`src/rtl/rv_pkg.sv`:
```
// rv_pkg: RV32I opcode constants, format classification and range helper
// shared by the instruction encoder/loader.
package rv_pkg;
  localparam logic [6:0] OP_IMM    = 7'h13;
  localparam logic [6:0] OP_LOAD   = 7'h03;
  localparam logic [6:0] OP_STORE  = 7'h23;
  localparam logic [6:0] OP_BRANCH = 7'h63;
  localparam logic [6:0] OP_REG    = 7'h33;
  localparam logic [6:0] OP_LUI    = 7'h37;
  localparam logic [6:0] OP_AUIPC  = 7'h17;
  localparam logic [6:0] OP_JAL    = 7'h6F;
  localparam logic [6:0] OP_JALR   = 7'h67;
  localparam logic [31:0] NOP = 32'h0000_0013;

  typedef enum logic [2:0] {FMT_I, FMT_S, FMT_B, FMT_U, FMT_J, FMT_R, FMT_BAD} fmt_e;
  typedef enum logic [1:0] {ST_IDLE, ST_LOAD, ST_FIN} state_e;

  function automatic fmt_e fmt_of(input logic [6:0] op);
    case (op)
      OP_IMM, OP_LOAD, OP_JALR: return FMT_I;
      OP_STORE:                 return FMT_S;
      OP_BRANCH:                return FMT_B;
      OP_REG:                   return FMT_R;
      OP_LUI, OP_AUIPC:         return FMT_U;
      OP_JAL:                   return FMT_J;
      default:                  return FMT_BAD;
    endcase
  endfunction

  function automatic logic in_range(input logic [31:0] v, input int lo, input int hi);
    return $signed(v) >= lo && $signed(v) <= hi;
  endfunction
endpackage

```
`src/rtl/rv_pack.sv`:
```
// rv_pack: combinational RV32I field packer; illegal encodings come out as NOP
// with err raised so the loader keeps its slot count and address sequence.
module rv_pack import rv_pkg::*; (
  input  logic [6:0]  opcode,
  input  logic [2:0]  funct3,
  input  logic        funct7,
  input  logic [4:0]  rd,
  input  logic [4:0]  rs1,
  input  logic [4:0]  rs2,
  input  logic [31:0] imm,
  output logic [31:0] word,
  output logic        err
);
  fmt_e        fmt;
  logic        shift;
  logic [31:0] raw;
  always_comb begin
    fmt   = fmt_of(opcode);
    shift = opcode == OP_IMM && funct3[1:0] == 2'b01;
    raw   = NOP;
    case (fmt)
      FMT_I:   raw = shift ? {1'b0, funct7, 5'b0, imm[4:0], rs1, funct3, rd, opcode}
                           : {imm[11:0], rs1, funct3, rd, opcode};
      FMT_S:   raw = {imm[11:5], rs2, rs1, funct3, imm[4:0], opcode};
      FMT_B:   raw = {imm[12], imm[10:5], rs2, rs1, funct3, imm[4:1], imm[11], opcode};
      FMT_U:   raw = {imm[31:12], rd, opcode};
      FMT_J:   raw = {imm[20], imm[10:1], imm[11], imm[19:12], rd, opcode};
      FMT_R:   raw = {1'b0, funct7, 5'b0, rs2, rs1, funct3, rd, opcode};
      default: raw = NOP;
    endcase
    err = fmt == FMT_BAD
       || ((fmt == FMT_I || fmt == FMT_S) && !in_range(imm, -2048, 2047))
       || (fmt == FMT_B && (imm[0] || !in_range(imm, -4096, 4094)))
       || (fmt == FMT_J && (imm[0] || !in_range(imm, -1048576, 1048574)));
    word = err ? NOP : raw;
  end
endmodule

```
`src/rtl/instr_encoder_loader.sv`:
```
// instr_encoder_loader: accepts decoded RV32I field bundles, encodes them and
// streams the words into instruction memory at consecutive word addresses.
module instr_encoder_loader import rv_pkg::*; #(
  parameter int ADDR_W = 32,
  parameter int CNT_W  = 16
) (
  input  logic              clk,
  input  logic              rst_n,
  input  logic              start,
  input  logic [ADDR_W-1:0] base_addr,
  input  logic [CNT_W-1:0]  count,
  input  logic              in_valid,
  output logic              in_ready,
  input  logic [6:0]        opcode,
  input  logic [2:0]        funct3,
  input  logic              funct7,
  input  logic [4:0]        rd,
  input  logic [4:0]        rs1,
  input  logic [4:0]        rs2,
  input  logic [31:0]       imm,
  output logic              mem_we,
  input  logic              mem_ready,
  output logic [ADDR_W-1:0] mem_addr,
  output logic [31:0]       mem_wdata,
  output logic              busy,
  output logic              done,
  output logic              err
);
  localparam logic [CNT_W-1:0] CNT_ONE = 1;
  state_e            state_q, state_d;
  logic [CNT_W-1:0]  cnt_q, acc_q, wr_q;
  logic [ADDR_W-1:0] addr_q;
  logic [31:0]       wdata_q, enc_word;
  logic              we_q, err_q, enc_err, xfer, drain, last;

  rv_pack u_pack (
    .opcode(opcode), .funct3(funct3), .funct7(funct7), .rd(rd), .rs1(rs1),
    .rs2(rs2), .imm(imm), .word(enc_word), .err(enc_err)
  );

  assign drain = we_q & mem_ready;
  assign last  = drain && (wr_q + CNT_ONE == cnt_q);
  assign xfer  = in_valid & in_ready;

  always_ff @(posedge clk or negedge rst_n)
    if (!rst_n) state_q <= ST_IDLE;
    else state_q <= state_d;

  always_comb begin
    state_d = state_q;
    case (state_q)
      ST_IDLE: if (start && count != '0) state_d = ST_LOAD;
               else if (start) state_d = ST_FIN;
      ST_LOAD: if (last) state_d = ST_FIN;
      default: state_d = ST_IDLE;
    endcase
  end

  always_comb begin
    in_ready  = state_q == ST_LOAD && acc_q < cnt_q && (!we_q || mem_ready);
    busy      = state_q != ST_IDLE;
    done      = state_q == ST_FIN;
    mem_we    = we_q;
    mem_addr  = addr_q;
    mem_wdata = wdata_q;
    err       = err_q;
  end

  // An accept in the same cycle as a drain overwrites the output register,
  // giving one word per cycle without a second buffer.
  always_ff @(posedge clk or negedge rst_n)
    if (!rst_n) begin
      cnt_q   <= '0;
      acc_q   <= '0;
      wr_q    <= '0;
      addr_q  <= '0;
      wdata_q <= '0;
      we_q    <= 1'b0;
      err_q   <= 1'b0;
    end else if (state_q == ST_IDLE && start) begin
      cnt_q  <= count;
      acc_q  <= '0;
      wr_q   <= '0;
      err_q  <= 1'b0;
      addr_q <= base_addr & ~ADDR_W'(3);
    end else begin
      if (xfer) begin
        acc_q   <= acc_q + CNT_ONE;
        wdata_q <= enc_word;
        err_q   <= err_q | enc_err;
      end
      if (drain) begin
        wr_q   <= wr_q + CNT_ONE;
        addr_q <= addr_q + ADDR_W'(4);
      end
      we_q <= xfer | (we_q & ~mem_ready);
    end
endmodule

```
`config.mk`:
```
export PLATFORM = sky130hd
export DESIGN_NAME = instr_encoder_loader
export DESIGN_NICKNAME = d
export VERILOG_FILES = /design/src/rtl/rv_pkg.sv /design/src/rtl/rv_pack.sv /design/src/rtl/instr_encoder_loader.sv
export SDC_FILE = /design/constraint.sdc
export NUM_CORES = 1
export LEC_CHECK = 0
export CAP_MARGIN = 0
export CORE_MARGIN = 10
export CORE_UTILIZATION = 51
export CTS_BUF_LIST = sky130_fd_sc_hd__clkbuf_8
export DETAILED_ROUTE_END_ITERATION = 6
export GPL_TIMING_DRIVEN = 1
export PLACE_DENSITY = 0.93
export SLEW_MARGIN = 20
export SYNTH_ARGS = -nofsm -noshare
export SYNTH_HDL_FRONTEND = slang
export SYNTH_HIERARCHICAL = 1
export SYNTH_SLANG_ARGS = --single-unit
```
`constraint.sdc`:
```
create_clock -name clk -period 3.6 [get_ports clk]
set_input_delay 0.72 -clock clk [delete_from_list [all_inputs] [get_ports clk]]
set_output_delay 0.72 -clock clk [all_outputs]
set_load 0.1 [all_outputs]
```
==> results.ini <==
[grt]
overflow = 0
grt_pass1_wl_um = 34700
grt_use_total_pct = 23.0
grt_pass1_vias = 6877
antenna_found_initial = 0
grt_max_degree = 63

[yosys]
ys.flop_type = dfrtp_1
ys_types = 70
syn_area_mm2 = 0.00699
yosys-top-cells-count = nand2_1 (201), dfrtp_1 (114), o21ai_0 (61), clkbuf_1 (38), xor2_1 (38)
ys_warn_count = 6
synth_top_area_share_pct = 40.8
yosysTopAreaCell = dfrtp_1
synth_cells = 842
async_reset_ff_share_pct = 100
synthTopCellsByArea = dfrtp_1 (41%), nand2_1 (11%), xor2_1 (4.8%)
synth-seq-area-share_pct = 40.8
synth.most_common_cell = nand2_1
synth.ff_latch_count = 114
syn_avg_cell_area_um2 = 8.30
synth_edf_count = 0

[routing]
drc = 0
wl_um = 21500
drt-initial-drc-count = 726
post_drt_wl_per_cell_um = 18.1
drt-vias-per-instance = 5.79
dr.pass1.iters = 6
routed-via-count = 6888
antenna_left = 0

[setup_path]
cp_top_family = simple AND/OR/NAND/NOR gates
arrival_ns = 2.57
critPathRequiredTime_ns = 2.88
crit_type = flip-flop to output pin
cp_cell_sequence = ha_1 > a21o_1 > a21o_1 > a31oi_1 > nor3b_1 > a21oi_1 > buf_12
critPathMostFrequentCell = a21o_1
cp_max_fo = 7
max_stage_delay_ns = 0.61
critPathSlowestCell = nor3b_1
start_kind = flip-flop
critPathBufInv = 1
cp-end-kind = output pin

[placed_design]
place_area_mm2 = 0.00886
dp_hpwl_um = 16200
routabilityCongestion = 0.932
io_buffer_count = 175

[layout]
stdcell_area_mm2 = 0.00926
drive_gt1_share_pct = 7.40
area_delta_synth_final_pct = 32.6
nNetsFinal = 1130
insertedDiodeCount = 0

[power]
p_total_mw = 6.16
ir_drop_mv = 0.327
power.share.clock_pct = 20.2
leakage_nw = 3.91
swShare_pct = 49.0
combPwrFrac_pct = 47.8
p_sw_mw = 3.02
p_per_area_mw_per_mm2 = 665
p_seq_share_pct = 32.0
p_int_mw = 3.14

[floorplan]
die_y_um = 137
die_w_um = 137
row_count = 42
initial_core_util_pct = 52.3
core_area_mm2 = 0.0133
pin_count = 180
dieArea_mm2 = 0.0188

[sta]
rsz0062_at_grt = false
tightestPinTransition_ns = 1.03
finalCritPeriodShare_pct = 91.4
skew_ns = 0.0128
tns_ns = 0
max_freq_mhz = 304
fin_crit_ns = 3.29
hold_viol_final = 0
slew_viol_final = 0
setup_violations = 0
relSlewSlack_pct = 30.9

[cts]
htreeDepth = 4
cts_buffers = 17
clock_latency_ns = 0.44
root_buffer = clkbuf_8
cts_resized = 0
cts_sinks = 114
cts_setup_buffers = 0
hold_buffers = 0
clk_pin_slew_ns = 0.07
clock_path_buffers = 2
tritoncts = built

[run_status]
outcome = finished clean

[hold_path]
hp-class = primary input to asynchronous set/reset pin

[job]
max_cap_violations = 0

kinds of logic (layout without fill, tap and decap cells):
group	count (synthesis)	in the layout	share of synthesized area, %
compound gates	157	157	14.5
xor+xnor	60	60	7.52
fa+ha+maj	18	18	3.22
buf+inv	75	245	4.89
flops	114	114	40.8
mux	7	7	1.02
other cells	2	4	0.108
simple gates	409	409	27.9
through the flow:
stage,util [%],std cells,hold WS [ns],setup slack (ns)
after global routing,69.4,1190,0.433,0.0800
after global placement,66.4,1158,0.459,0.406
after CTS,69.4,1190,0.388,0.268
after detailed placement,66.4,1158,0.462,0.348
final,69.4,1190,0.371,0.311
after floorplan,-,844,0.424,0.0256
final cells by class:
type | count | area (um2)
well taps | 176 | 220
flip-flops and latches | 114 | 2850
fillers | 1037 | 4080
inverters | 23 | 86.3
clock buffers | 19 | 262
multi-input cells | 655 | 3830
repair buffers | 190 | 1870
clock inverters | 13 | 145
placed cells by master, fill, tap and decap left out, drive strengths merged, types with 5 or more instances in the layout:
cell,instances
clkdlybuf4s50,163
and2,7
nor3,39
nand2,201
buf,27
inv,27
a22oi,20
nand3,33
clkinv,5
and3,18
xor2,38
mux2i,6
ha,18
o21ai,62
a211o,5
or3,16
clkbuf,19
nor4,11
nand2b,5
nor2,33
dfrtp,114
a21oi,26
xnor2,22
a21o,6
nand4,22
a31oi,6
routing by layer:
metal,global-route usage (%),vias up,share of wire [%]
met3,8.80,46,10
met1,27.4,3237,40
met4,8.26,0,2.4
met5,0,-,0
li1,-,3283,-
met2,36.9,322,47
worst register-to-register path: stages, from the launching register on:
cell	delay, ns
dfrtp_1	0.50
nand4_2	0.23
nor4_1	0.61
nand3_1	0.17
xnor2_1	0.16
or3_1	0.35
or4_4	0.53
a32o_2	0.27
flip-flops by register name, summed over array words and instances, names as in the netlist:
| register | flops |
|---|---|
| acc_q | 16 |
| cnt_q | 16 |
| err | 1 |
| mem_addr | 30 |
| mem_wdata | 32 |
| mem_we | 1 |
| state_q | 2 |
| wr_q | 16 |
power by group through the flow:
stage	Combinational, mW	Clock, mW	Sequential (mW)
2_1_floorplan	0.850	0	3.21
3_3_place_gp	2.87	0	1.95
3_5_place_dp	2.95	0	1.98
4_1_cts	2.96	1.26	1.96
5_1_grt	3.12	1.31	2.01
6_report	2.95	1.24	1.97
path summary, 6_finish.rpt:
path	startpoint	slack, ns	endpoint	cells after the start
max	acc_q[6]$_DFFE_PN0P_	0.31	in_ready	7
min	rst_n	0.37	wr_q[15]$_DFFE_PN0P_	1
max reg2reg	wr_q[6]$_DFFE_PN0P_	0.66	state_q[0]$_DFFE_PN0P_	7
min reg2reg	mem_wdata[17]$_DFFE_PN0P_	0.48	mem_wdata[17]$_DFFE_PN0P_	2
max in group asynchronous	rst_n	2.43	mem_wdata[17]$_DFFE_PN0P_	2
min in group clk	mem_wdata[17]$_DFFE_PN0P_	0.48	mem_wdata[17]$_DFFE_PN0P_	2
Note: power is estimated with default switching activity, not from simulation.
